[src/rtl/acq_sequencer.sv]
// Acquisition run controller: clears the tagger counter, holds a gated operate
// window, then drains in-flight records before reporting completion status.
module acq_sequencer #(
    parameter int CLEAR_CYCLES = 4,
    parameter int DRAIN_CYCLES = 8,
    parameter int CNT_W        = 32
) (
    input  logic             clk,
    input  logic             reset_n,
    input  logic             start,
    input  logic             stop,
    input  logic [CNT_W-1:0] window_len,
    input  logic [CNT_W-1:0] record_limit,
    input  logic             data_rdy,
    output logic             operate,
    output logic             reset_counter,
    output logic             busy,
    output logic             done,
    output logic [1:0]       stop_reason,
    output logic [CNT_W-1:0] elapsed,
    output logic [CNT_W-1:0] record_count
);

    typedef enum logic [2:0] {
        S_IDLE  = 3'd0,
        S_CLEAR = 3'd1,
        S_RUN   = 3'd2,
        S_DRAIN = 3'd3,
        S_DONE  = 3'd4
    } state_t;

    localparam logic [1:0] REASON_NONE   = 2'd0;
    localparam logic [1:0] REASON_USER   = 2'd1;
    localparam logic [1:0] REASON_WINDOW = 2'd2;
    localparam logic [1:0] REASON_LIMIT  = 2'd3;

    localparam int PH_MAX = (CLEAR_CYCLES > DRAIN_CYCLES) ? CLEAR_CYCLES : DRAIN_CYCLES;
    localparam int PH_W   = (PH_MAX > 1) ? $clog2(PH_MAX) : 1;
    localparam logic [PH_W-1:0] CLEAR_LAST = PH_W'(CLEAR_CYCLES - 1);
    localparam logic [PH_W-1:0] DRAIN_LAST = PH_W'(DRAIN_CYCLES - 1);

    state_t           state;
    state_t           state_next;
    logic [PH_W-1:0]  phase_cnt;
    logic [CNT_W-1:0] win_q;
    logic [CNT_W-1:0] lim_q;

    logic             load;
    logic [1:0]       reason_next;
    logic [CNT_W-1:0] elapsed_inc;
    logic [CNT_W-1:0] rec_inc;
    logic             window_hit;
    logic             limit_hit;

    // Saturating increments; the window compare is done one bit wider so
    // elapsed+1 never wraps back onto a small window_len.
    always_comb begin
        elapsed_inc = (elapsed == '1) ? elapsed : elapsed + CNT_W'(1);
        rec_inc     = (data_rdy && (record_count != '1)) ? record_count + CNT_W'(1) : record_count;
        window_hit  = (win_q != '0) &&
                      (({1'b0, elapsed} + (CNT_W + 1)'(1)) == {1'b0, win_q});
        limit_hit   = (lim_q != '0) && (rec_inc >= lim_q);
    end

    always_comb begin
        state_next  = state;
        reason_next = stop_reason;
        load        = 1'b0;
        case (state)
            S_IDLE: begin
                if (start) begin
                    state_next  = S_CLEAR;
                    reason_next = REASON_NONE;
                    load        = 1'b1;
                end
            end
            S_CLEAR: begin
                if (stop) begin
                    state_next  = S_DONE;
                    reason_next = REASON_USER;
                end else if (phase_cnt == CLEAR_LAST) begin
                    state_next = S_RUN;
                end
            end
            S_RUN: begin
                // User stop outranks limit, which outranks window expiry.
                if (stop) begin
                    state_next  = S_DRAIN;
                    reason_next = REASON_USER;
                end else if (limit_hit) begin
                    state_next  = S_DRAIN;
                    reason_next = REASON_LIMIT;
                end else if (window_hit) begin
                    state_next  = S_DRAIN;
                    reason_next = REASON_WINDOW;
                end
            end
            S_DRAIN: begin
                if (phase_cnt == DRAIN_LAST) begin
                    state_next = S_DONE;
                end
            end
            S_DONE: begin
                state_next = S_IDLE;
            end
            default: begin
                state_next = S_IDLE;
            end
        endcase
    end

    always_ff @(posedge clk) begin
        if (!reset_n) begin
            state         <= S_IDLE;
            phase_cnt     <= '0;
            win_q         <= '0;
            lim_q         <= '0;
            operate       <= 1'b0;
            reset_counter <= 1'b0;
            busy          <= 1'b0;
            done          <= 1'b0;
            stop_reason   <= REASON_NONE;
            elapsed       <= '0;
            record_count  <= '0;
        end else begin
            state       <= state_next;
            stop_reason <= reason_next;

            if ((state_next != state) || !((state == S_CLEAR) || (state == S_DRAIN))) begin
                phase_cnt <= '0;
            end else begin
                phase_cnt <= phase_cnt + PH_W'(1);
            end

            if (load) begin
                win_q        <= window_len;
                lim_q        <= record_limit;
                elapsed      <= '0;
                record_count <= '0;
            end else begin
                if (state == S_RUN) begin
                    elapsed <= elapsed_inc;
                end
                if ((state == S_RUN) || (state == S_DRAIN)) begin
                    record_count <= rec_inc;
                end
            end

            // Outputs are decoded from the next state so they change on the
            // same edge as the state register.
            operate       <= (state_next == S_RUN);
            reset_counter <= (state_next == S_CLEAR);
            busy          <= (state_next != S_IDLE);
            done          <= (state_next == S_DONE);
        end
    end

endmodule
[config.mk]
export PLATFORM = sky130hd
export DESIGN_NAME = acq_sequencer
export DESIGN_NICKNAME = d
export VERILOG_FILES = /design/src/rtl/acq_sequencer.sv
export SDC_FILE = /design/constraint.sdc
export NUM_CORES = 1
export LEC_CHECK = 0
export ABC_AREA = 0
export BUFFER_PORTS_ARGS = -buffer_cell sky130_fd_sc_hd__clkbuf_2
export CAP_MARGIN = 0
export CORE_MARGIN = 2
export CORE_UTILIZATION = 45
export CTS_BUF_LIST = sky130_fd_sc_hd__clkbuf_2
export CTS_CLUSTER_SIZE = 12
export DETAILED_ROUTE_END_ITERATION = 10
export HOLD_SLACK_MARGIN = 0.1
export PLACE_DENSITY = 0.66
export SLEW_MARGIN = 20
export SYNTH_ARGS = -nofsm -noshare
export SYNTH_HDL_FRONTEND = slang
export SYNTH_SLANG_ARGS = --single-unit
[constraint.sdc]
create_clock -name clk -period 8.7 [get_ports clk]
set_input_delay 2.61 -clock clk [delete_from_list [all_inputs] [get_ports clk]]
set_output_delay 2.61 -clock clk [all_outputs]
set_load 0.01 [all_outputs]
After elaboration in Yosys (flattened, before gate mapping) --
Index checks and enable logic that the tools add are counted.
Cells by class: add/subtract/negate cells 4, magnitude comparators 1, eq/ne operators 15, multiplexer cells 17, bitwise operators 2, reduce and logical (&&, ||, !) cells 16
Operators by type and width (count):
- $add 32x1->32 const B | 2
- $reduce_bool 32->1 | 2
- $add 32x1->33 const B | 1
- $eq 33x32->1 | 1
- $eq 32x32->1 const B | 1
- $ge 32x32->1 | 1
- $mux 32 | 1
- $ne 32x32->1 const B | 1
- $mux 3 | 7
- $eq 3x2->1 const B | 4
- $pmux 3 s4 | 1
- $mux 2 | 5
- $eq 3x1->1 const B | 2
- $eq 3x3->1 const B | 2
- $pmux 2 s3 | 1
- $reduce_bool 3->1 | 2
- $ne 2x2->1 const B | 2
- $ne 4x4->1 const B | 1
- $reduce_and 4->1 | 1
- $reduce_or 2->1 | 2
- $add 3x1->3 const B | 1
- $logic_and 1x1->1 | 3
- $logic_not 3->1 | 1
- $logic_or 1x1->1 | 3
- 5 further kinds | 7
Word-level totals: register bits 140, input port bits 69, output and inout port bits 70, logic and storage cells 66

Depth between registers and ports, before layout --
Gate-level depths: netlist of run 1.
word-level depth 11, depth in mapped cells 18

Least setup slack after synthesis of run 1 --
OpenSTA, ideal clock, no wires.
path kind input port to flip-flop, start point input port data_rdy, end point register stop_reason[0], setup time 0.116 ns, arrival 4.999 ns, required time 8.584 ns, slack 3.586 ns, cell stages on the path 13, buffers on the path 0, cell sequence nand2_1 > a31oi_1 > nand2_1 > nor3_1 > xor2_1 > ha_1 > a21o_1 > a21oi_1 > o21ai_0 > a22o_1 > nor3_1 > o22ai_1 > a31o_1
On the way: cells in the longest elaborated chain, start to end 7, elaborated cells between the ends (all ways) 9, classes of those cells order compare: 1; eq/ne: 1; mux: 4; reduce/logical: 3
Ends and longest elaborated chain:
- from (decl) | line 14 | input logic data_rdy,
- $logic_and 1x1->1 * | line 59 | rec_inc = (data_rdy && (record_count != '1)) ? record_count + CNT_W'(1) : record_count;
- $mux 32 * | line 59
- named net rec_inc[18] | line 51 | logic [CNT_W-1:0] rec_inc;
- $ge 32x32->1 * | line 62 | limit_hit = (lim_q != '0) && (rec_inc >= lim_q);
- $logic_and 1x1->1 * | line 62
- $mux 2 | line 90 | end else if (limit_hit) begin
- $mux 2 | line 87 | if (stop) begin
- $pmux 2 s3 | line 69 | case (state)
- to (signal assigned) | line 127 | stop_reason <= reason_next;
- to (decl) | line 19 | output logic [1:0] stop_reason,
Mark *: on every way through the listed nets, which the timed path passes. The rest lies on a longest branch. A chain may end at the register's enable or synchronous reset.

Worst setup path in the final report of run 1 --
Ends and elaborated chain as after synthesis.

==> results.yml, run 1 <==
floorplanning:
  fp.dieArea_mm2: 0.0191
  num_rows: 49
  placeableCoreArea_mm2: 0.0178
  io_pins: 139
  chipHeight_um: 138
  initial_utilization_pct: 45.5
  floorplan.die.width_um: 138
layout:
  areaGrowthSynthToFinish_pct: 13.8
  number_of_nets_in_the_layout: 1271
  drive_above_1_share_pct: 16.5
  area.sequential_mm2: 0.00280
  filler_cell_count: 1818
  multi_input_comb_area_mm2: 0.00492
sta:
  timing.final.crit_share_pct: 57.6
  slew_headroom_pct: 46.0
  slew_violations: 0
  fin_skew_ns: 0.0406
  worst_pin_slew_ns: 0.802
  finalHoldViolations: 0
  setup_tns_ns: 0
  max_freq_mhz: 199
  setup_viol: 0
  rsz0062_at_grt: "no"
  min_period_ns: 5.02
  hold_ws_ns: 0.453
yosys:
  gate_count_post_synth: 1054
  syn-num-nets: 1160
  synth.ff_latch_count: 140
  synthDominantAreaCellType: "dfxtp_1"
  synthArstFlopShare_pct: 0
  synth_top_cell_area_share_pct: 34.6
  netlist-cell-type-count: 55
  synth_area_mm2: 0.00809
  synth_area_leaders: "dfxtp_1 (35%), nand2_1 (8.2%), xnor2_1 (6.7%), a21oi_1 (6.1%), xor2_1 (6.1%)"
  portion_of_the_post_synthesis_area_used_by_sequential_elements_pct: 34.6
  yosys_warnings: 0
  synthFlopType: "dfxtp_1"
  synth_edf_count: 0
  syn_area_per_cell_um2: 7.67
clock_tree:
  clock_tree_from_tritoncts: "done"
  postCtsSetupBuffers: 0
  cts.sink_count: 140
  cells_resized_by_post_cts_repair: 0
  cts_max_level: 4
  clock_latency_ns: 0.75
  clock_path_buffers: 2
  clk_transition_reported_paths_ns: 0.22
  cts_made_buffers: 17
  cts_hold_buf: 0
  cts.root.buffer_cell: "clkbuf_2"
pwr:
  power.static_leakage_nw: 3.70
  vdd_drop_max_mv: 0.0770
  power_density_normalized_to_cell_area_mw_per_mm2: 139
  power_w: 0.00128
grt:
  grt_overflow: 0
  first_global_vias: 6954
  grt_pass1_wl_mm: 36.3
  grt_antenna_before_repair: 1
  global_route.usage.total_pct: 23.2
  grt_max_degree: 69
route:
  detail_route.vias_per_cell: 5.40
  detail_route.iter0.violations: 614
  vias: 7605
  drt.antenna.violating_nets: 0
  routed_wl_mm: 22.1
  drc: 0
  wire_per_inst_um: 15.7
  drt_pass1_iterations: 7
critical_path:
  timing.critical_path.slowest_stage_cell: "a31oi_1"
  worstSetupEndpointType: "flip-flop"
  critPathKind: "input port to flip-flop"
  critPathArrivalTime_ns: 5.66
  cp_max_fo: 8
  crit_path_start_kind: "input port"
  crit_required_ns: 9.35
  cell_by_cell_trace_of_the_critical_path: "clkbuf_2 > nand2_1 > a31oi_1 > nand2_1 > nor3_1 > xor2_1 > ha_1 > a21o_1 > a21oi_1 > o21ai_0 > a22o_1 > nor3_1 > o22ai_1 > a31o_1"
  worst_path_largest_cell_delay_ns: 0.49
placement:
  dp_hpwl_mm: 16.3
  gpl.final_weighted_congestion: 0.875
  place.port_buffers: 138
flow_run:
  max_cap_violations: 0
run_status:
  run_status: "completed"
hold_path:
  min_path_type: "flip-flop to flip-flop"
==> registers in the layout, summed over array words and instances, names as in the netlist <==
register / flops
done: 1
record_count: 32
state: 3
win_q: 32
stop_reason: 2
phase_cnt: 3
elapsed: 32
operate: 1
lim_q: 32
busy: 1
reset_counter: 1
==> area by class of cell <==
type / instances / area share, %
well taps: 229 / 3.11
repair buffers: 144 / 7.99
clock inverters: 15 / 2.13
diodes: 1 / 0.0272
flip-flops and latches: 140 / 30.4
inverters: 47 / 1.92
clock buffers: 17 / 0.924
multi-input cells: 815 / 53.4
==> cell usage after synthesis, types with 3 or more instances <==
library cell	number
o21a_1	5
xor2_1	56
nand2_1	177
o21ai_0	35
and3_1	10
nand4_1	29
a31o_2	3
ha_1	37
o31ai_1	3
nor2b_1	8
a31oi_1	5
dfxtp_1	140
a22oi_1	3
nor4_1	23
buf_2	6
a21o_1	13
o2111ai_1	4
nand3b_1	3
nor2_1	95
nor3_1	19
nor3b_1	3
or2_2	3
a21oi_1	99
or3_1	24
inv_1	47
and4_1	9
clkbuf_1	46
or4_1	4
xnor2_1	62
and2_1	7
nand2b_1	6
nand3_1	38
==> critical path, delay by kind of cell <==
family,cells,cell delay [ns]
fa+ha+maj,1,0.26
simple gates,4,1.01
xor+xnor,1,0.17
buf+inv,1,0.10
compound gates,7,1.51
==> worst paths after layout <==
check                                     start              to  slack (ns)  cells past startpoint
worst max-delay path                   data_rdy  stop_reason[0]        3.68                     14
worst min-delay path               phase_cnt[0]    phase_cnt[0]        0.45                      1
worst max register to register  record_count[2]  stop_reason[0]        4.04                     15
worst min register to register     phase_cnt[0]    phase_cnt[0]        0.45                      1
==> cell usage in the layout (no fill, tap or decap), drive strengths merged, types with 4 or more instances in the layout <==
master	count
a21o	13
a21oi	99
a31o	4
a31oi	5
and2	7
and3	10
and4	10
buf	6
bufinv	4
clkbuf	155
clkinv	7
dfxtp	140
ha	37
inv	49
nand2	177
nand2b	6
nand3	38
nand4	31
nor2	95
nor2b	8
nor3	19
nor4	25
o2111ai	4
o21a	5
o21ai	36
or2	4
or3	24
or4	5
xnor2	62
xor2	56
==> report_power, final <==
part           switching (W)  total [W]  internal, W
Clock               0.000254   0.000443     0.000189
Sequential         0.0000239   0.000688     0.000664
Combinational      0.0000854   0.000146    0.0000606
==> through the flow <==
stage	instance area [um2]	setup WS (ns)	std cells	utilization (%)
floorplan	8090	3.59	1054	-
global placement	8920	3.12	1375	50.2
detailed placement	8920	2.98	1375	50.2
CTS	9200	3.77	1407	51.8
global route	9210	3.46	1408	51.8
finish	9210	3.68	1408	51.8
==> cell families after synthesis <==
kind of cell,after synthesis,synth area share (%)
flops,140,34.6
fa+ha+maj,37,5.72
xor+xnor,118,12.8
compound gates,190,13.9
mux,4,0.526
simple gates,466,27.7
buf+inv,99,4.69
==> layer usage <==
layer  global-route usage [%]  wire length (um)
met1                     34.3             11100
met2                     34.1              9600
met3                     4.47              1160
met4                     6.82               248
met5                        0                 0
Power figures use the tool's default switching activity.
==> run 2: changes to the inputs <==
Settings changed: PLACE_DENSITY 0.66 to 0.69.
Clock period 8.7 ns to 4.5 ns, I/O delays scaled along.
==> results.yml, run 2 (synthesis results as in run 1) <==
floorplanning:
  io_pins: 139
  num_rows: 49
  chipHeight_um: 138
  placeableCoreArea_mm2: 0.0178
  floorplan.die.width_um: 138
  initial_utilization_pct: 45.5
  fp.dieArea_mm2: 0.0191
critical_path:
  worstSetupEndpointType: "flip-flop"
  crit_required_ns: 5.12
  worst_path_dominant_cell_family: "compound AO/OA/AOI/OAI gates"
  crit_path_start_kind: "flip-flop"
  critPathArrivalTime_ns: 4.79
  worst_path_largest_cell_delay_ns: 0.49
  cp_max_fo: 6
  critPathKind: "flip-flop to flip-flop"
  worst-path-buf-inv: 1
  timing.critical_path.slowest_stage_cell: "dfxtp_1"
  cell_by_cell_trace_of_the_critical_path: "nand4_1 > nor4_1 > buf_4 > nand4_1 > o2111ai_1 > nor3_1 > nand3_1 > xnor2_1 > ha_1 > a21o_1 > a21o_1 > a21oi_1 > o21ai_0 > a22o_1 > nor3_1 > o22ai_1 > a31o_1"
clock_tree:
  clock_latency_ns: 0.72
  cts_hold_buf: 0
  cts_made_buffers: 17
  postCtsSetupBuffers: 0
  cts.sink_count: 140
  cts.root.buffer_cell: "clkbuf_2"
  cells_resized_by_post_cts_repair: 0
  clock_tree_from_tritoncts: "done"
  clock_path_buffers: 2
  clk_transition_reported_paths_ns: 0.20
  cts_max_level: 4
layout:
  final_cells: 1417
  number_of_nets_in_the_layout: 1281
  finish.utilization_pct: 52.2
  filler_cell_count: 1822
  drive_above_1_share_pct: 17.1
  layout.cells.most_common_list: "nand2_1 (176), clkbuf_2 (160), dfxtp_1 (140), a21oi_1 (99), nor2_1 (95)"
  fin_area_mm2: 0.00928
  leading_cell_type_in_the_layout_fill_and_taps_excluded: "nand2_1"
  areaGrowthSynthToFinish_pct: 14.7
pwr:
  power.static_leakage_nw: 3.76
  power_density_normalized_to_cell_area_mw_per_mm2: 262
  vdd_drop_max_mv: 0.159
grt:
  grt_pass1_wl_mm: 35.9
  global_route.usage.total_pct: 22.9
  first_global_vias: 7141
  grt_overflow: 0
  grt_antenna_before_repair: 1
  grt_max_degree: 68
route:
  detail_route.vias_per_cell: 5.49
  drt.antenna.violating_nets: 0
  drc: 0
  vias: 7775
  drt_pass1_iterations: 5
  routed_wl_mm: 22.1
  detail_route.iter0.violations: 572
  wire_per_inst_um: 15.6
sta:
  finalHoldViolations: 0
  setup_viol: 0
  max_freq_mhz: 240
  timing.final.crit_share_pct: 92.5
  min_period_ns: 4.16
  slew_violations: 0
  fin_skew_ns: 0.0245
  worst_pin_slew_ns: 0.746
  slew_headroom_pct: 50.2
  rsz0062_at_grt: "no"
  setup_tns_ns: 0
placement:
  dp_hpwl_mm: 16.4
  place.port_buffers: 138
  place.detailed.instances: 1385
  placed_cell_area_mm2: 0.00902
  gpl.final_weighted_congestion: 0.924
run_status:
  run_status: "completed"
hold_path:
  min_path_type: "flip-flop to flip-flop"
flow_run:
  max_cap_violations: 0
-- run 2: changes by cell type in the layout (fill, tap and decap cells not counted), sizes merged --
cell	change
buf	+10
clkbuf	+5
clkinv	-3
inv	-2
clkinvlp	-1
-- run 2: power breakdown --
group          total (W)  internal [W]  switching, W  leakage (nW)
sequential       0.00133       0.00128     0.0000450          1.14
clock           0.000821      0.000369      0.000453         0.159
combinational   0.000285      0.000121      0.000164          2.47
total            0.00243       0.00177      0.000662          3.76
-- run 2: worst paths after layout --
kind                    end  slack [ns]  cells past startpoint            start
min            phase_cnt[0]        0.44                      1     phase_cnt[0]
max reg2reg  stop_reason[0]        0.34                     17  record_count[3]
min reg2reg    phase_cnt[0]        0.44                      1     phase_cnt[0]
max          stop_reason[0]        0.34                     17  record_count[3]
-- run 2: layer usage --
metal / wire length (um) / global-route usage (%) / up-vias
met2: 9520 / 34.2 / 249
met3: 1350 / 4.85 / 28
li1: - / - / 3882
met1: 10900 / 33.0 / 3616
met4: 364 / 7.47 / 0
met5: 0 / 0 / -
-- run 2: layout make-up --
type / instances / area (um2) / area share [%]
inverters: 47 / 176 / 1.90
well taps: 229 / 287 / 3.09
multi-input cells: 815 / 4920 / 53.0
clock inverters: 9 / 145 / 1.56
diodes: 1 / 2.50 / 0.0270
repair buffers: 154 / 836 / 9.01
flip-flops and latches: 140 / 2800 / 30.2
clock buffers: 22 / 110 / 1.19
-- run 2: per-stage QoR --
step	total power (W)	worst slack (ns)	hold WS [ns]
after floorplan	0.00153	0.601	0.399
after global placement	0.00163	0.291	0.410
after detailed placement	0.00164	0.191	0.416
after CTS	0.00245	0.382	0.439
after global routing	0.00255	0.141	0.463
final	0.00243	0.336	0.438
==> run 3: changes to the inputs <==
Settings changed: ABC_AREA 0 to 1, CELL_PAD_IN_SITES_DETAIL_PLACEMENT set to 0, CELL_PAD_IN_SITES_GLOBAL_PLACEMENT set to 2, CORE_UTILIZATION 45 to 29, PLACE_DENSITY 0.69 to not set, PLACE_DENSITY_LB_ADDON set to 0.1.
==> results.yml, run 3 <==
run_status:
  run_status: "completed"
critical_path:
  regToRegEndpoint: "busy"
  regToRegStartpoint: "record_count[10]"
  rrSetupSlack_ns: 0.65
  worstSetupEndpointType: "flip-flop"
  critPathArrivalTime_ns: 4.46
  rr_worst_depth: 21
  critical-path-top-cell-by-count: "nand2_1"
  crit_path_start_kind: "flip-flop"
  cp_max_fo: 6
  critPathKind: "flip-flop to flip-flop"
  cell_by_cell_trace_of_the_critical_path: "nand2_1 > nor2_1 > nand2_1 > nor3_1 > xor2_1 > inv_1 > o21ai_0 > inv_1 > ha_1 > a21oi_1 > o21ai_0 > nand2_1 > o211ai_1 > a21oi_1 > nand3_1 > o21ai_0 > nand3_1 > nand2_2 > nand2_4 > nand2_2 > nand2_1"
  worst_path_largest_cell_delay_ns: 0.49
  crit_required_ns: 5.11
  startpoint: "record_count[10]"
  crit_cells: 21
  timing.critical_path.slowest_stage_cell: "dfxtp_1"
  worst_path_dominant_cell_family: "simple AND/OR/NAND/NOR gates"
  worst-path-buf-inv: 2
yosys:
  leading_cell_type_by_number_of_instances_after_synthesis: "nand2_1"
  synth.cells.most_frequent: "nand2_1 (276), inv_1 (181), a21oi_1 (140), dfxtp_1 (140), nor2_1 (138)"
  synth_area_mm2: 0.00847
  syn_area_per_cell_um2: 6.54
  synth_area_leaders: "dfxtp_1 (33%), nand2_1 (12%), a21oi_1 (8.3%), inv_1 (8.0%), o21ai_0 (7.9%)"
  syn-num-nets: 1401
  yosys_warnings: 0
  synth.ff_latch_count: 140
  portion_of_the_post_synthesis_area_used_by_sequential_elements_pct: 33.1
  gate_count_post_synth: 1295
  synthDominantAreaCellType: "dfxtp_1"
  synth_edf_count: 0
  netlist-cell-type-count: 36
  synth_top_cell_area_share_pct: 33.1
  synthFlopType: "dfxtp_1"
  synthArstFlopShare_pct: 0
floorplanning:
  io_pins: 139
  fp.dieArea_mm2: 0.0306
  placeableCoreArea_mm2: 0.0287
  num_rows: 62
  initial_utilization_pct: 29.5
  floorplan.die.width_um: 175
  chipHeight_um: 175
clock_tree:
  clk_transition_reported_paths_ns: 0.21
  postCtsSetupBuffers: 0
  cts.root.buffer_cell: "clkbuf_2"
  clock_path_buffers: 2
  clock_tree_from_tritoncts: "done"
  cts_made_buffers: 17
  cts.sink_count: 140
  cts_max_level: 4
  clock_latency_ns: 0.71
  cts_hold_buf: 0
layout:
  layout.cells.most_common_list: "nand2_1 (276), inv_1 (180), clkbuf_2 (156), a21oi_1 (140)"
  number_of_nets_in_the_layout: 1536
  fin_area_mm2: 0.00988
  filler_cell_count: 3314
  multi_input_comb_area_mm2: 0.00485
  area.sequential_mm2: 0.00281
  leading_cell_type_in_the_layout_fill_and_taps_excluded: "nand2_1"
  drive_above_1_share_pct: 15.1
  areaGrowthSynthToFinish_pct: 16.7
  finish.utilization_pct: 34.4
grt:
  grt_overflow: 0
  grt_antenna_before_repair: 1
  grt_pass1_wl_mm: 44.5
  grt_max_degree: 126
  first_global_vias: 8306
  global_route.usage.total_pct: 18.7
pwr:
  pwr-share-clk_pct: 30.9
  power.switching_w: 0.000771
  vdd_drop_max_mv: 0.112
  power.static_leakage_nw: 4.52
  sequentialPowerShare_pct: 54.3
  cellInternalPower_w: 0.00168
  logic_pwr_share_pct: 14.7
  power.switching_fraction_pct: 31.4
  power_density_normalized_to_cell_area_mw_per_mm2: 248
sta:
  min_period_ns: 3.85
  max_freq_mhz: 259
  fin_skew_ns: 0.0608
  worst_pin_slew_ns: 1.01
  setup_viol: 0
  slew_headroom_pct: 32.2
  timing.final.crit_share_pct: 85.6
  rsz0062_at_grt: "no"
  finalHoldViolations: 0
  slew_violations: 0
  setup_tns_ns: 0
flow_run:
  max_cap_violations: 0
route:
  drt_pass1_iterations: 5
  wire_per_inst_um: 15.6
  drt.antenna.violating_nets: 0
  detail_route.vias_per_cell: 4.61
  routed_wl_mm: 28.4
  detail_route.iter0.violations: 400
  drc: 0
  vias: 8415
placement:
  gpl.final_weighted_congestion: 0.841
  placed_cell_area_mm2: 0.00966
  dp_hpwl_mm: 22.2
  place.port_buffers: 138
hold_path:
  min_path_type: "flip-flop to flip-flop"
  whs_endpoint: "phase_cnt[0]"
  hold_depth: 1
  hp-start: "phase_cnt[0]"
run 3: cell types whose count changed after synthesis, sizes merged, moves of 23 or more:
cell,before,now
nand2,177,288
nand3,38,73
xnor2,62,6
or3,24,0
o21ai,36,135
a21oi,99,140
inv,47,183
xor2,56,33
nor2,95,151
run 3: how the worst max path moves through the flow:
stage and end:
3_5_place_dp busy, 3_3_place_gp busy, 4_1_cts busy, 6_report busy
2_1_floorplan phase_cnt[0], 5_1_grt stop_reason[0]
run 3: worst register-to-register path, cell delays in order, from the launching register on:
cell and delay [ns]:
dfxtp_1 0.49, nand2_1 0.12, nor2_1 0.27, nand2_1 0.09
nor3_1 0.46, xor2_1 0.19, inv_1 0.05, o21ai_0 0.26
inv_1 0.08, ha_1 0.31, a21oi_1 0.13, o21ai_0 0.13
nand2_1 0.08, o211ai_1 0.08, a21oi_1 0.30, nand3_1 0.11
o21ai_0 0.18, nand3_1 0.15, nand2_2 0.10, nand2_4 0.06
nand2_2 0.09, nand2_1 0.07
run 3: cell families (layout without fill, tap and decap cells):
group	Yosys count	count (layout)	share of synthesized area [%]
fa+ha+maj	37	37	5.46
buf+inv	224	371	9.94
flops	140	140	33.1
xor+xnor	44	44	5.38
compound gates	287	287	17.3
simple gates	563	563	28.9
other cells	0	1	0
run 3: routing by layer:
layer  vias up  wire (um)  share of wire, %  global-route usage (%)
li1       4481          -                 -                       -
met1      3789      13000                46                    22.9
met2       134      14100                50                    34.0
met3        11        847               3.0                    3.15
met4         0        385               1.4                    4.06
met5         -          0                 0                       0
run 3: layout make-up:
cell class	count	share of cell area, %
clock buffers	18	0.911
diodes	1	0.0253
clock inverters	13	1.28
inverters	183	6.95
well taps	384	4.86
flip-flops and latches	140	28.4
repair buffers	157	8.56
multi-input cells	931	49.0
run 3: what timing repair did:
item,CTS,global route
setup endpoints to repair,0,7
resized for setup,0,3
hold endpoints to repair,0,0
run 3: per-stage QoR:
stage / cells / worst slack, ns / power, W / hold slack [ns]
6_report: 1827 / 0.646 / 0.00245 / 0.448
5_1_grt: 1827 / 0.0503 / 0.00261 / 0.485
2_1_floorplan: 1295 / 0.800 / 0.00159 / 0.410
3_3_place_gp: 1795 / 0.202 / 0.00173 / 0.423
3_5_place_dp: 1795 / 0.134 / 0.00173 / 0.426
4_1_cts: 1826 / 0.437 / 0.00251 / 0.452
run 3: power by group through the flow:
stage | Clock [W] | Sequential (W) | Combinational, W
after global placement | 0 | 0.00136 | 0.000370
after global routing | 0.000848 | 0.00134 | 0.000420
after detailed placement | 0 | 0.00136 | 0.000370
final | 0.000759 | 0.00133 | 0.000361
after CTS | 0.000804 | 0.00133 | 0.000372
after floorplan | 0 | 0.00135 | 0.000242
